<file path="src/rtl/ucsbece154b_branch_resolve_pkg.sv">
// Shared opcode constants and metadata layout for the execute-stage branch resolver.
package ucsbece154b_branch_resolve_pkg;

  localparam logic [6:0] instr_branch_op = 7'b1100011;
  localparam logic [6:0] instr_jal_op    = 7'b1101111;
  localparam logic [6:0] instr_jalr_op   = 7'b1100111;

  // Metadata record = {valid, predtaken, predtarget[31:0], phtaddr}
  localparam int unsigned META_FIXED_W = 34;

  function automatic int unsigned meta_width(input int unsigned ghr_bits);
    return META_FIXED_W + ghr_bits;
  endfunction

  function automatic logic is_ctrl_op(input logic [6:0] op);
    return (op == instr_branch_op) || (op == instr_jal_op) || (op == instr_jalr_op);
  endfunction

endpackage

</file>
<file path="src/rtl/ucsbece154b_branch_resolve_bpmeta_reg.sv">
// Prediction-metadata pipeline register: async reset, flush to zero, optional stall hold.
module ucsbece154b_bpmeta_reg #(
  parameter int unsigned W        = 39,
  parameter bit          STALL_EN = 1'b1
) (
  input  logic         clk,
  input  logic         reset_i,
  input  logic         flush_i,
  input  logic         stall_i,
  input  logic [W-1:0] d_i,
  output logic [W-1:0] q_o
);

  logic [W-1:0] meta_q;
  logic [W-1:0] meta_d;
  logic         hold_c;

  assign hold_c = STALL_EN & stall_i;

  // Flush wins over stall, stall wins over load
  always_comb begin
    meta_d = d_i;
    if (flush_i) begin
      meta_d = '0;
    end else if (hold_c) begin
      meta_d = meta_q;
    end
  end

  always_ff @(posedge clk or posedge reset_i) begin
    if (reset_i) begin
      meta_q <= '0;
    end else begin
      meta_q <= meta_d;
    end
  end

  assign q_o = meta_q;

endmodule

</file>
<file path="src/rtl/ucsbece154b_branch_resolve.sv">
// Execute-stage branch resolution: mispredict redirect plus registered BTB/PHT/GHR updates.
// Optional BRANCH_STATS_EN adds branch and mispredict counters.
module ucsbece154b_branch_resolve
  import ucsbece154b_branch_resolve_pkg::*;
#(
  parameter int unsigned NUM_BTB_ENTRIES = 32,
  parameter int unsigned NUM_GHR_BITS    = 5
) (
  input  logic                               clk,
  input  logic                               reset_i,
  input  logic                               predtaken_f_i,
  input  logic [31:0]                        predtarget_f_i,
  input  logic [NUM_GHR_BITS-1:0]            phtaddr_f_i,
  input  logic                               stall_d_i,
  input  logic                               flush_d_i,
  input  logic                               flush_e_i,
  input  logic [6:0]                         op_e_i,
  input  logic [31:0]                        pc_e_i,
  input  logic [31:0]                        pcplus4_e_i,
  input  logic [31:0]                        target_e_i,
  input  logic                               taken_e_i,
  output logic                               mispredict_o,
  output logic [31:0]                        pcredirect_o,
  output logic                               BTB_we_o,
  output logic [$clog2(NUM_BTB_ENTRIES)-1:0] BTBwriteaddress_o,
  output logic [31:0]                        BTBwritedata_o,
  output logic                               PHTwe_o,
  output logic                               PHTincrement_o,
  output logic [NUM_GHR_BITS-1:0]            PHTwriteaddress_o,
  output logic                               GHRreset_o
`ifdef BRANCH_STATS_EN
  ,
  output logic [31:0]                        stat_branches_o,
  output logic [31:0]                        stat_mispredicts_o
`endif
);

  localparam int unsigned BTB_IDX_W = $clog2(NUM_BTB_ENTRIES);
  localparam int unsigned META_W    = meta_width(NUM_GHR_BITS);

  logic [META_W-1:0]       meta_f_c;
  logic [META_W-1:0]       meta_d_q;
  logic [META_W-1:0]       meta_e_q;
  logic                    valid_e;
  logic                    predtaken_e;
  logic [31:0]             predtarget_e;
  logic [NUM_GHR_BITS-1:0] phtaddr_e;
  logic                    ctrl_e_c;
  logic                    target_miss_c;
  logic                    unused_pc_bits_c;

  assign meta_f_c = {1'b1, predtaken_f_i, predtarget_f_i, phtaddr_f_i};

  ucsbece154b_bpmeta_reg #(.W(META_W), .STALL_EN(1'b1)) u_meta_d (
    .clk     (clk),
    .reset_i (reset_i),
    .flush_i (flush_d_i),
    .stall_i (stall_d_i),
    .d_i     (meta_f_c),
    .q_o     (meta_d_q)
  );

  ucsbece154b_bpmeta_reg #(.W(META_W), .STALL_EN(1'b0)) u_meta_e (
    .clk     (clk),
    .reset_i (reset_i),
    .flush_i (flush_e_i),
    .stall_i (1'b0),
    .d_i     (meta_d_q),
    .q_o     (meta_e_q)
  );

  assign {valid_e, predtaken_e, predtarget_e, phtaddr_e} = meta_e_q;

  assign ctrl_e_c      = valid_e & is_ctrl_op(op_e_i);
  assign target_miss_c = predtarget_e != target_e_i;

  // Non-control instructions predicted taken are BTB aliases and must redirect to PC+4
  always_comb begin
    mispredict_o = 1'b0;
    pcredirect_o = pcplus4_e_i;
    if (ctrl_e_c) begin
      mispredict_o = (taken_e_i != predtaken_e) | (taken_e_i & target_miss_c);
      if (taken_e_i) begin
        pcredirect_o = target_e_i;
      end
    end else if (valid_e) begin
      mispredict_o = predtaken_e;
    end
  end

  logic                    btb_we_d,   btb_we_q;
  logic [BTB_IDX_W-1:0]    btb_addr_d, btb_addr_q;
  logic [31:0]             btb_data_d, btb_data_q;
  logic                    pht_we_d,   pht_we_q;
  logic                    pht_inc_d,  pht_inc_q;
  logic [NUM_GHR_BITS-1:0] pht_addr_d, pht_addr_q;
  logic                    ghr_rst_d,  ghr_rst_q;

  assign btb_we_d   = ctrl_e_c & taken_e_i & (~predtaken_e | target_miss_c);
  assign btb_addr_d = pc_e_i[BTB_IDX_W+1:2];
  assign btb_data_d = target_e_i;
  assign pht_we_d   = valid_e & (op_e_i == instr_branch_op);
  assign pht_inc_d  = taken_e_i;
  assign pht_addr_d = phtaddr_e;
  assign ghr_rst_d  = mispredict_o;

  assign unused_pc_bits_c = ^{pc_e_i[31:BTB_IDX_W+2], pc_e_i[1:0]};

  // Update register loads every cycle; strobes land one cycle after resolution
  always_ff @(posedge clk or posedge reset_i) begin
    if (reset_i) begin
      btb_we_q   <= 1'b0;
      btb_addr_q <= '0;
      btb_data_q <= '0;
      pht_we_q   <= 1'b0;
      pht_inc_q  <= 1'b0;
      pht_addr_q <= '0;
      ghr_rst_q  <= 1'b0;
    end else begin
      btb_we_q   <= btb_we_d;
      btb_addr_q <= btb_addr_d;
      btb_data_q <= btb_data_d;
      pht_we_q   <= pht_we_d;
      pht_inc_q  <= pht_inc_d;
      pht_addr_q <= pht_addr_d;
      ghr_rst_q  <= ghr_rst_d;
    end
  end

  assign BTB_we_o          = btb_we_q;
  assign BTBwriteaddress_o = btb_addr_q;
  assign BTBwritedata_o    = btb_data_q;
  assign PHTwe_o           = pht_we_q;
  assign PHTincrement_o    = pht_inc_q;
  assign PHTwriteaddress_o = pht_addr_q;
  assign GHRreset_o        = ghr_rst_q;

`ifdef BRANCH_STATS_EN
  logic [31:0] stat_br_q, stat_br_d;
  logic [31:0] stat_mp_q, stat_mp_d;

  assign stat_br_d = stat_br_q + 32'(ctrl_e_c);
  assign stat_mp_d = stat_mp_q + 32'(mispredict_o);

  always_ff @(posedge clk or posedge reset_i) begin
    if (reset_i) begin
      stat_br_q <= '0;
      stat_mp_q <= '0;
    end else begin
      stat_br_q <= stat_br_d;
      stat_mp_q <= stat_mp_d;
    end
  end

  assign stat_branches_o    = stat_br_q;
  assign stat_mispredicts_o = stat_mp_q;
`endif

endmodule

</file>
<file path="config.mk">
export PLATFORM = sky130hd
export DESIGN_NAME = ucsbece154b_branch_resolve
export DESIGN_NICKNAME = d
export VERILOG_FILES = /design/src/rtl/ucsbece154b_branch_resolve_pkg.sv /design/src/rtl/ucsbece154b_branch_resolve_bpmeta_reg.sv /design/src/rtl/ucsbece154b_branch_resolve.sv
export SDC_FILE = /design/constraint.sdc
export NUM_CORES = 1
export LEC_CHECK = 0
export CAP_MARGIN = 25
export CORE_MARGIN = 3
export CORE_UTILIZATION = 30
export DETAILED_ROUTE_END_ITERATION = 8
export GPL_TIMING_DRIVEN = 0
export HOLD_SLACK_MARGIN = 0.08
export SLEW_MARGIN = 30
export SYNTH_ARGS = -nofsm -noshare
export SYNTH_HDL_FRONTEND = slang
export SYNTH_SLANG_ARGS = --single-unit
</file>
<file path="constraint.sdc">
create_clock -name clk -period 3.6 [get_ports clk]
set_input_delay 0.54 -clock clk [delete_from_list [all_inputs] [get_ports clk]]
set_output_delay 0.54 -clock clk [all_outputs]
set_load 0.1 [all_outputs]
</file>
After elaboration in Yosys (flattened, before gate mapping):

Index checks and enable logic that the tools add are counted.

* logic and storage cells: 32
* flip-flop bits (word level): 124
* output and inout bits: 79

* equal/unequal tests: 6
* bitwise gates (word level): 8
* mux-type cells: 7
* reductions and logical operators: 2

Operator list (count)
* 39-bit two-way mux: 3
* 32-bit two-way mux: 2
* 32-bit != test: 1
* 7-bit equality test, second input constant: 3
* 1-bit bitwise AND: 5
* 1-bit logical OR: 2
* 1-bit two-way mux: 2
* 2-bit by 1-bit != test with 1-bit output, second input constant: 1
* 1-bit bitwise OR: 2
* 1-bit != test: 1
* 1-bit NOT: 1

Logic depth before layout (Yosys ltp):

Gate-level depths: netlist (run 1).

* depth in word-level cells: 6
* mapped depth: 6
* mapped depth without buffers: 5

Cells and area by module:

From an unflattened synthesis (run 1), not the netlist that was laid out.

* cells, all modules: 348
* area, all modules: 4952.2 um2

Modules (own cells, without submodules)
* ucsbece154b_branch_resolve: area an instance 2079.5 um2, cells each 138, instances 1
* ucsbece154b_bpmeta_reg (u_meta_d): area an instance 1599.0 um2, cells each 127, instances 1
* ucsbece154b_bpmeta_reg (u_meta_e): area an instance 1273.7 um2, cells each 83, instances 1

Worst setup path after synthesis (run 1):

Ideal clock, no wire load.

* path kind: input to output
* start point: in op_e_i[4]
* end point: out mispredict_o
* cell stages on the path: 5
* path slack: 0.497 ns
* data arrival time: 2.563 ns
* required time: 3.060 ns
* cell sequence: nand4b_1 nor2_2 nand3_4 buf_6 o21ai_1

* word-level cells in the longest chain between the ends: 5
* elaborated cells on any way between the ends: 7
* classes of those cells: eq/ne: 3; mux: 1; bitwise: 1; reduce/logical: 2

Ends and longest elaborated chain
* start, declared: line ucsbece154b_branch_resolve.sv:17 `input logic [6:0] op_e_i,`
* 7-bit equality test: line ucsbece154b_branch_resolve_pkg.sv:16 `return (op == instr_branch_op) || (op == instr_jal_op) || (op == instr_jalr_op);`
* 1-bit logical OR: line ucsbece154b_branch_resolve_pkg.sv:16
* 1-bit logical OR *: line ucsbece154b_branch_resolve_pkg.sv:16
* 1-bit bitwise AND *: line ucsbece154b_branch_resolve.sv:74 `assign ctrl_e_c = valid_e & is_ctrl_op(op_e_i);`
* 1-bit two-way mux *: line ucsbece154b_branch_resolve.sv:81 `if (ctrl_e_c) begin`
* end, declared: line ucsbece154b_branch_resolve.sv:22 `output logic mispredict_o,`

Every way passes the cells marked *; elsewhere a longest branch is shown, timed or not.

Final worst setup path (run 1):

* start point: in op_e_i[5]
* end point: out pcredirect_o[31]

* word-level cells in the longest chain between the ends: 5
* elaborated cells on any way between the ends: 7
* classes of those cells: eq/ne: 3; mux: 1; bitwise: 1; reduce/logical: 2

Ends and longest elaborated chain
* 7-bit equality test: line ucsbece154b_branch_resolve_pkg.sv:16
* 1-bit logical OR: line ucsbece154b_branch_resolve_pkg.sv:16
* 1-bit logical OR *: line ucsbece154b_branch_resolve_pkg.sv:16
* 1-bit bitwise AND *: line ucsbece154b_branch_resolve.sv:74
* 32-bit two-way mux *: line ucsbece154b_branch_resolve.sv:81
* end, declared: line ucsbece154b_branch_resolve.sv:23 `output logic [31:0] pcredirect_o,`

Marks and branches as above.

==> results of run 1 <==
==> power breakdown <==
group | leakage [nW] | switching [W] | total, W | internal [W]
logic | 1.88 | 0.000474 | 0.000738 | 0.000264
registers | 1.60 | 0.0000253 | 0.00149 | 0.00146
clock network | 0.286 | 0.000581 | 0.00169 | 0.00111
==> worst min-delay path by stage <==
| stage | end | slack [ns] | depth (start not counted) |
|---|---|---|---|
| 2_1_floorplan | PHTwriteaddress_o[0]$_DFF_PP0_ | 0.33 | 0 |
| 3_3_place_gp | PHTwriteaddress_o[0]$_DFF_PP0_ | 0.33 | 0 |
| 3_5_place_dp | PHTwriteaddress_o[3]$_DFF_PP0_ | 0.34 | 0 |
| 4_1_cts | PHTwriteaddress_o[3]$_DFF_PP0_ | 0.35 | 0 |
| 5_1_grt | PHTwriteaddress_o[0]$_DFF_PP0_ | 0.36 | 0 |
| 6_report | PHTwriteaddress_o[3]$_DFF_PP0_ | 0.35 | 0 |
==> logic make-up after synthesis <==
| family | count (synthesis) |
|---|---|
| flip-flops | 124 |
| AND/OR/NAND/NOR | 98 |
| multiplexers | 70 |
| XOR/XNOR | 32 |
| buffers and inverters | 18 |
| AO/OA/AOI/OAI | 2 |
==> area by class of cell <==
class / instances / area, um2 / area share
Buffer: 16 / 90.1 / 0.0115
Clock buffer: 22 / 494 / 0.0631
Clock inverter: 10 / 113 / 0.0144
Inverter: 2 / 11.3 / 0.00144
Multi-Input combinational cell: 202 / 1650 / 0.211
Sequential cell: 124 / 3100 / 0.396
Tap cell: 211 / 264 / 0.0337
Timing Repair Buffer: 200 / 2100 / 0.268
==> stage by stage <==
| step | hold slack [ns] | utilization | setup TNS (ns) | std cells |
|---|---|---|---|---|
| global placement | 0.333 | 0.455 | -0.159 | 750 |
| global route | 0.356 | 0.504 | 0 | 787 |
| finish | 0.348 | 0.504 | 0 | 787 |
| CTS | 0.349 | 0.502 | 0 | 787 |
| floorplan | 0.331 | - | 0 | 344 |
| detailed placement | 0.336 | 0.464 | -0.304 | 755 |
==> state kept, by name (all words and copies together) (netlist names) <==
register / cells
PHTincrement_o: 1
u_meta_e.q_o: 39
BTBwritedata_o: 32
PHTwriteaddress_o: 5
PHTwe_o: 1
GHRreset_o: 1
BTB_we_o: 1
BTBwriteaddress_o: 5
u_meta_d.q_o: 39
==> timing repair <==
item / 4_1_cts / 5_1_grt
resized for setup: 13 / 15
hold buffers: 0 / 0
setup endpoints to repair: 13 / 15
pin swaps: 0 / 0
==> metal layers <==
metal  wire [um]  vias to the layer above  GRT usage
li1            -                     1584          -
met4         174                        0     0.0583
met1        5160                     1626      0.177
met2        6960                      103      0.263
met3         797                       11     0.0510
met5           0                        -          0
==> critical path: cells and delay by family <==
family,cells,cell delay [ns]
buf+inv,2,1.61
mux,1,0.27
simple gates,3,0.48
==> placed cells by master (no fill, tap or decap), types with 4 or more instances in the layout <==
cell type          n
mux2_4            27
dfrtp_1          124
clkinvlp_4         6
buf_16             4
dlymetal6s2s_1    15
nor2_1            40
clkbuf_16         17
mux2_2             5
clkbuf_1           9
xor2_1            31
buf_2              4
mux2i_1           38
nor2b_1           38
clkdlybuf4s50_1  166
nor4_1             8
dlygate4sd2_1     13
clkbuf_8           5
==> flow_summary.yaml, run 1 <==
status:
  outcome: "finished clean"
power:
  p_per_area_nw_per_um2: 500
  total_power_w: 0.00391
  ir_worst_vdd_v: 0.000321
  p_leak_nw: 3.76
sta:
  finalSetupViolCount: 0
  rsz0062_at_grt: "no"
  drv_slew: 0
  skew_ns: 0.00552
  worstMarginPinSlew_ns: 1.03
  min_period_over_period: 0.958
  setup_ws_ns: 0.150
  period_needed_ns: 3.45
  finalHoldViolCount: 0
  max_freq_mhz: 290
  relSlewSlack: 0.314
critical_path:
  rr_endpoint: "GHRreset_o$_DFF_PP0_"
  cpPeakStageDelay_ns: 1.14
  crit_path_frequent_cell: "clkdlybuf4s50_1"
  critPathSlowestCell: "clkdlybuf4s50_1"
  setup.worst_path.start: "op_e_i[5]"
  worstPathArrival_ns: 2.91
  cp-endpoint: "pcredirect_o[31]"
  reg2reg_from: "u_meta_e.q_o[16]$_DFF_PP0_"
  path_class: "primary input to primary output"
  crit_fanout: 8
  start_kind: "primary input"
  r2r_cells: 5
  crit_chain: "clkdlybuf4s50_1 > nand4b_1 > nor2_2 > nand3_4 > mux2_2 > clkdlybuf4s50_1"
  cp.required_ns: 3.06
  reg2reg_setup_slack_ns: 1.94
  critPathCaptureType: "primary output"
cts:
  cts-buffers-inserted: 17
  clkTransAtPathRegs_ns: 0.06
  postCtsSetupBuffers: 0
  clk-insertion-delay-late_ns: 0.41
  cts_tree: "yes"
  htree_levels: 4
  clockBufferDepth: 2
  cts.sink_count: 124
  root_buffer: "clkbuf_16"
hold_path:
  min_from: "u_meta_e.q_o[3]$_DFF_PP0_"
  hold_path.class: "register to register"
synth:
  synth_area_um2: 4850
  synthSimpleGateAreaFrac: 0.107
  synth_compound_area_frac: 0.00206
  ys.flop_type: "dfrtp_1"
  synth_adder_area_share: 0
  synth-async-reset-ratio: 1.00
  ys_top_cells_by_area: "dfrtp_1 (64%), mux2_4 (8.4%), mux2i_1 (7.8%)"
  synth.avg_cell_area_um2: 14.1
  synth_common_cells: "dfrtp_1 (124), nor2_1 (40), mux2i_1 (38), nor2b_1 (38), xor2_1 (31)"
  netlist_instances: 344
  ys_seq_area_frac: 0.639
  yosys_warnings: 0
  synth_top_family_by_area: "multiplexers"
  synth_top_area_cell: "dfrtp_1"
  yosys_register_bits: 124
  synth_xor_area_frac: 0.0577
  netlist.area_leader.share: 0.639
  muxShareOfSynthArea: 0.173
  ys_types: 24
  synth_edf_count: 0
  yosysMostFrequentCell: "dfrtp_1"
  syn-num-nets: 491
die:
  rows: 45
  core_area_um2: 15500
  start_util: 0.312
  ios: 226
  dieArea_um2: 17700
  chipHeight_um: 133
  die_w_um: 133
global_route:
  grt_first_pass_wirelength_um: 20600
  grt_overflow: 0
  grt_max_degree: 29
  grt_pass1_vias: 3631
  grt.total_usage: 0.153
  antenna_found_initial: 0
run:
  cap_violations: 0
placement:
  io_buffers: 195
  post-place-ws_ns: -0.183
  place_hpwl_um: 10500
  place_area_um2: 7200
  routabilityCongestion: 0.712
drt:
  drtPass1Iterations: 4
  routedWlPerCell_um: 16.6
  vias: 3324
  drc_errors: 0
  routed_wirelength_um: 13100
  antenna_left: 0
  viasPerCell: 4.22
  drt_iter0_drc: 120
cells_and_area:
  final_layout_size_suffix_gt1_frac: 0.141
  n_antenna_cell: 0
  design_area_um2: 7830
  final_nets: 710
  nFillCells: 1381
  area_delta_synth_final_pct: 61.3
Note: power is estimated with default switching activity, not from simulation.
==> inputs of run 2 (changes only) <==
- CTS_CLUSTER_DIAMETER: unset -> 120
==> results of run 2 <==
No change in the layout: final DEF, timing and power equal those of run 1.
